### config.mk
export PLATFORM = sky130hd
export DESIGN_NAME = detector_sentido
export DESIGN_NICKNAME = d
export VERILOG_FILES = /design/src/rtl/detector_sentido_pkg.sv /design/src/rtl/detector_sentido_filtro_rebote.sv /design/src/rtl/detector_sentido.sv
export SDC_FILE = /design/constraint.sdc
export NUM_CORES = 1
export LEC_CHECK = 0
export BUFFER_PORTS_ARGS = -buffer_cell sky130_fd_sc_hd__clkbuf_2
export CORE_ASPECT_RATIO = 0.9
export CORE_MARGIN = 2
export CORE_UTILIZATION = 50
export DETAILED_ROUTE_END_ITERATION = 8
export PLACE_DENSITY = 0.64
export SYNTH_ARGS = -nofsm -noshare
export SYNTH_HDL_FRONTEND = slang
export SYNTH_SLANG_ARGS = --single-unit
export TNS_END_PERCENT = 10
### constraint.sdc
create_clock -name clk -period 5.7 [get_ports clk]
set_clock_uncertainty 0.05 [all_clocks]
set_input_delay 1.425 -clock clk [delete_from_list [all_inputs] [get_ports clk]]
set_output_delay 1.425 -clock clk [all_outputs]
set_load 0.01 [all_outputs]
### src/rtl/detector_sentido_pkg.sv
// Shared definitions for the crossing-direction detector: FSM state codes
// and the default debounce length.
package detector_sentido_pkg;

  localparam int DEB_CYCLES_DEF = 4;
  localparam int DEB_W_DEF      = 8;

  typedef enum logic [2:0] {
    IDLE = 3'd0,
    E1   = 3'd1,
    E2   = 3'd2,
    E3   = 3'd3,
    X1   = 3'd4,
    X2   = 3'd5,
    X3   = 3'd6,
    CLR  = 3'd7
  } state_t;

endpackage

### src/rtl/detector_sentido_filtro_rebote.sv
// Two-flop synchroniser followed by a debounce counter; the filtered level
// only follows the synced level after DEB_CYCLES consecutive disagreeing cycles.
module filtro_rebote
  import detector_sentido_pkg::*;
#(
  parameter int DEB_CYCLES = DEB_CYCLES_DEF,
  parameter int DEB_W      = DEB_W_DEF
) (
  input  logic clk,
  input  logic reset,
  input  logic raw,
  output logic filt
);

  localparam logic [DEB_W-1:0] LAST = DEB_W'(DEB_CYCLES - 1);

  logic             sync_p0;
  logic             sync_p1;
  logic [DEB_W-1:0] cnt;

  // stage p0/p1: metastability guard for the asynchronous sensor
  always_ff @(posedge clk or posedge reset) begin
    if (reset) begin
      sync_p0 <= 1'b0;
      sync_p1 <= 1'b0;
    end else begin
      sync_p0 <= raw;
      sync_p1 <= sync_p0;
    end
  end

  // debounce stage: counter runs only while synced and filtered disagree
  always_ff @(posedge clk or posedge reset) begin
    if (reset) begin
      cnt  <= '0;
      filt <= 1'b0;
    end else if (sync_p1 == filt) begin
      cnt <= '0;
    end else if (cnt == LAST) begin
      cnt  <= '0;
      filt <= sync_p1;
    end else begin
      cnt <= cnt + 1'b1;
    end
  end

endmodule

### src/rtl/detector_sentido.sv
// Direction detector: filters both barrier sensors and tracks the crossing
// order, pulsing z1 on a full entry, z2 on a full exit, abort on illegal jumps.
module detector_sentido
  import detector_sentido_pkg::*;
#(
  parameter int DEB_CYCLES = DEB_CYCLES_DEF,
  parameter int DEB_W      = DEB_W_DEF
) (
  input  logic clk,
  input  logic reset,
  input  logic a,
  input  logic b,
  output logic z1,
  output logic z2,
  output logic abort,
  output logic busy
);

  logic       fa;
  logic       fb;
  logic [1:0] pair;
  state_t     state;
  state_t     next;
  logic       z1_n;
  logic       z2_n;
  logic       abort_n;

  filtro_rebote #(.DEB_CYCLES(DEB_CYCLES), .DEB_W(DEB_W)) u_fa (
    .clk   (clk),
    .reset (reset),
    .raw   (a),
    .filt  (fa)
  );

  filtro_rebote #(.DEB_CYCLES(DEB_CYCLES), .DEB_W(DEB_W)) u_fb (
    .clk   (clk),
    .reset (reset),
    .raw   (b),
    .filt  (fb)
  );

  assign pair = {fa, fb};

  // Each state handles exactly one outcome per input pair, so at most one
  // pulse request can be raised per cycle.
  always_comb begin
    next    = state;
    z1_n    = 1'b0;
    z2_n    = 1'b0;
    abort_n = 1'b0;
    case (state)
      IDLE: begin
        case (pair)
          2'b10:   next = E1;
          2'b01:   next = X1;
          2'b11:   begin next = CLR; abort_n = 1'b1; end
          default: next = IDLE;
        endcase
      end
      E1: begin
        case (pair)
          2'b11:   next = E2;
          2'b00:   next = IDLE;
          2'b01:   begin next = CLR; abort_n = 1'b1; end
          default: next = E1;
        endcase
      end
      E2: begin
        case (pair)
          2'b01:   next = E3;
          2'b10:   next = E1;
          2'b00:   begin next = CLR; abort_n = 1'b1; end
          default: next = E2;
        endcase
      end
      E3: begin
        case (pair)
          2'b00:   begin next = IDLE; z1_n = 1'b1; end
          2'b11:   next = E2;
          2'b10:   begin next = CLR; abort_n = 1'b1; end
          default: next = E3;
        endcase
      end
      X1: begin
        case (pair)
          2'b11:   next = X2;
          2'b00:   next = IDLE;
          2'b10:   begin next = CLR; abort_n = 1'b1; end
          default: next = X1;
        endcase
      end
      X2: begin
        case (pair)
          2'b10:   next = X3;
          2'b01:   next = X1;
          2'b00:   begin next = CLR; abort_n = 1'b1; end
          default: next = X2;
        endcase
      end
      X3: begin
        case (pair)
          2'b00:   begin next = IDLE; z2_n = 1'b1; end
          2'b11:   next = X2;
          2'b01:   begin next = CLR; abort_n = 1'b1; end
          default: next = X3;
        endcase
      end
      CLR: begin
        if (pair == 2'b00) next = IDLE;
      end
      default: next = IDLE;
    endcase
  end

  // output stage: pulses and busy registered from the next-state decision
  always_ff @(posedge clk or posedge reset) begin
    if (reset) begin
      state <= IDLE;
      z1    <= 1'b0;
      z2    <= 1'b0;
      abort <= 1'b0;
      busy  <= 1'b0;
    end else begin
      state <= next;
      z1    <= z1_n;
      z2    <= z2_n;
      abort <= abort_n;
      busy  <= (next != IDLE);
    end
  end

endmodule

==> impl_metrics.toml <==
[yosys]
synth_edf_count = 0
syn-num-nets = 154
synth_xor_xnor_area_share_pct = 8.31
synth_ff_type = "dfrtp_1"
syn-cell-area_um2 = 1480
muxShareOfSynthArea_pct = 3.98
yosysTopAreaCellShare_pct = 49.2
synth_top_family_by_area = "simple AND/OR/NAND/NOR gates"
synth_area_leaders = "dfrtp_1 49%, ha_1 6.8%, nor2_1 6.4%, xor2_1 5.3%, xnor2_1 3.0%"
synth_adder_area_share_pct = 6.78
ys_ff_latch = 29
ys_seq_area_share_pct = 49.2
synthCells = 142
yosysWarnings = 0
ys_async_sr_fraction_pct = 100
syn-mean-instance-area_um2 = 10.4
ys_types = 35
synth.largest_area_cell = "dfrtp_1"
synth-compound-area-share_pct = 8.56
yosys.area_share.simple_pct = 20.6

[setup_path]
cp.required_ns = 4.22
slowest_delay_ns = 0.36
cp_slowest_cell = "dfrtp_1"
crit_path_cell_trace = "clkbuf_2"
crit_family = "flip-flops"
rr_worst_depth = 6
r2r_start = "u_fb.filt"
worst_setup_path_end_kind = "output pin"
cp-start-kind = "flop"
path_class = "reg -> out"
critPathMaxFanout = 1
path_buf_inv = 1
r2r_slack_ns = 3.72
cp.depth = 1
arrival_ns = 0.79
r2r_end = "busy"

[global_route]
antenna_found_initial = 0
grt_pass1_wl_mm = 4.13
first_global_vias = 914
grt_max_degree = 30
overflow = 0
grt_use_total_pct = 16.3

[flow_run]
drv_cap = 0

[clock_network]
cts_setup_buffers = 0
cts_tree = "built"
clockRootBuffer = "clkbuf_4"
cts_buffer_depth = 2
cts_hold_buffers = 0
path_clk_slew_ns = 0.08
clock_sinks = 29
clock_latency_ns = 0.32
htreeDepth = 2
cts_buffers = 5
cts_resized = 0

[pwr]
peakVddDrop_v = 0.000288
pwr_density_cell_nw_per_um2 = 478
total_leakage_power_nw = 0.760

[routing]
firstDrtPassIters = 4
post-route-drc-count = 0
viasPerCell = 5.20
antenna_left = 0
drt_iter0_markers = 58
avgRoutedWirePerCell_um = 12.2
wl_mm = 2.37
via_count = 1009

[min_path]
hold_depth = 0
hold_class = "reg -> reg"
hold_start = "u_fa.sync_p0"
hold_end = "u_fa.sync_p1"

[cells_and_area]
insertedDiodeCount = 0
finalInstanceArea_um2 = 1610
drive_gt1_share_pct = 13.6
syn_to_final_growth_pct = 9.15
fin_nets = 165

[sta]
setup_viol_count_final = 0
rsz0062_at_grt = "false"
maxSlewHeadroom_pct = 31.4
maxSlewViolCount = 0
worst_pin_slew_ns = 1.03
fmax_ghz = 0.441
period_minus_slack_ns = 2.27
tns_ns = 0
hold_viol = 0
fin_crit_sh_pct = 39.8

[die]
placementRows = 18
die_y_um = 55.6
die-area_um2 = 3400
num_io_pins = 8
core_area_um2 = 2770
start_util_pct = 53.3
dieWidth_um = 61.3

[place]
gp_congestion = 0.911
port_buffers = 7
place_hpwl_mm = 1.74
dpl-instance-area_um2 = 1540

[status]
status = "finished, final reports clean"
-- cell type report --
type | instances | area (um^2)
fill | 258 | 1160
sequential | 29 | 726
multi-input combinational | 105 | 712
clock buffer | 7 | 65.1
tap | 40 | 50.0
timing repair buffer | 7 | 35.0
inverter | 5 | 18.8
clock inverter | 1 | 5.00
-- per-layer routing --
layer	vias to the layer above	wire, um	share of wire, %	global-route usage, %
met1	477	1210	51	25.2
met3	5	86	3.6	5.62
met2	15	1040	44	20.5
li1	512	-	-	-
met5	-	0	0	0
met4	0	31	1.3	6.52
-- logic make-up (layout without fill, tap and decap cells) --
family                     Yosys count  count (layout)
adders and majority gates            8               8
and+or+nand+nor                     61              61
DFF                                 29              29
xor gates and xnor gates            14              14
muxes                                4               4
AOI/OAI and AO/OA                   18              18
buffers and inverters                8              20
-- how the worst max path moves through the flow --
| stage | end | from |
|---|---|---|
| final | busy | busy |
| after floorplan | abort | reset |
| after detailed placement | state[1] | reset |
| after CTS | busy | busy |
| after global routing | busy | busy |
| after global placement | state[0] | reset |
-- cell usage in the layout (no fill, tap or decap), types with 2 or more instances in the layout --
| cell | instances |
|---|---|
| dfrtp_1 | 29 |
| nor2_1 | 25 |
| xor2_1 | 9 |
| nand2_1 | 9 |
| nand3_1 | 8 |
| ha_1 | 8 |
| clkbuf_2 | 7 |
| xnor2_1 | 5 |
| inv_1 | 5 |
| clkbuf_4 | 5 |
| and3_1 | 4 |
| nand2b_1 | 4 |
| a21oi_1 | 4 |
| o21ai_0 | 4 |
| nor4_1 | 2 |
| mux2_2 | 2 |
| o32ai_1 | 2 |
| a211o_1 | 2 |
| nor3_1 | 2 |
| clkbuf_8 | 2 |
-- sequential cells by signal, indices dropped and copies added (netlist names) --
| register | flops |
|---|---|
| busy | 1 |
| u_fb.cnt | 8 |
| u_fa.filt | 1 |
| state | 3 |
| abort | 1 |
| u_fa.sync_p0 | 1 |
| z1 | 1 |
| u_fa.sync_p1 | 1 |
| z2 | 1 |
| u_fb.sync_p0 | 1 |
| u_fb.sync_p1 | 1 |
| u_fb.filt | 1 |
| u_fa.cnt | 8 |
-- where the power goes --
part | total [mW] | switching (mW) | internal [mW]
Combinational | 0.318 | 0.166 | 0.153
Sequential | 0.317 | 0.0667 | 0.250
Clock | 0.136 | 0.0645 | 0.0714
-- synthesized netlist by cell type (4+ instances only) --
cell type	number
dfrtp_1	29
nor2_1	25
nand2_1	9
xor2_1	9
ha_1	8
nand3_1	8
inv_1	5
xnor2_1	5
a21oi_1	4
and3_1	4
nand2b_1	4
o21ai_0	4
-- stage by stage --
step	hold WS, ns	instances	setup slack, ns	total power [mW]	utilization [%]
after floorplan	0.281	142	3.62	0.574	-
after global placement	0.289	186	3.30	0.629	55.6
after detailed placement	0.289	186	3.26	0.638	55.6
after CTS	0.309	194	3.41	0.777	58.2
after global routing	0.321	194	3.37	0.844	58.2
final	0.310	194	3.43	0.771	58.2
(Power assumes the default switching activity.)
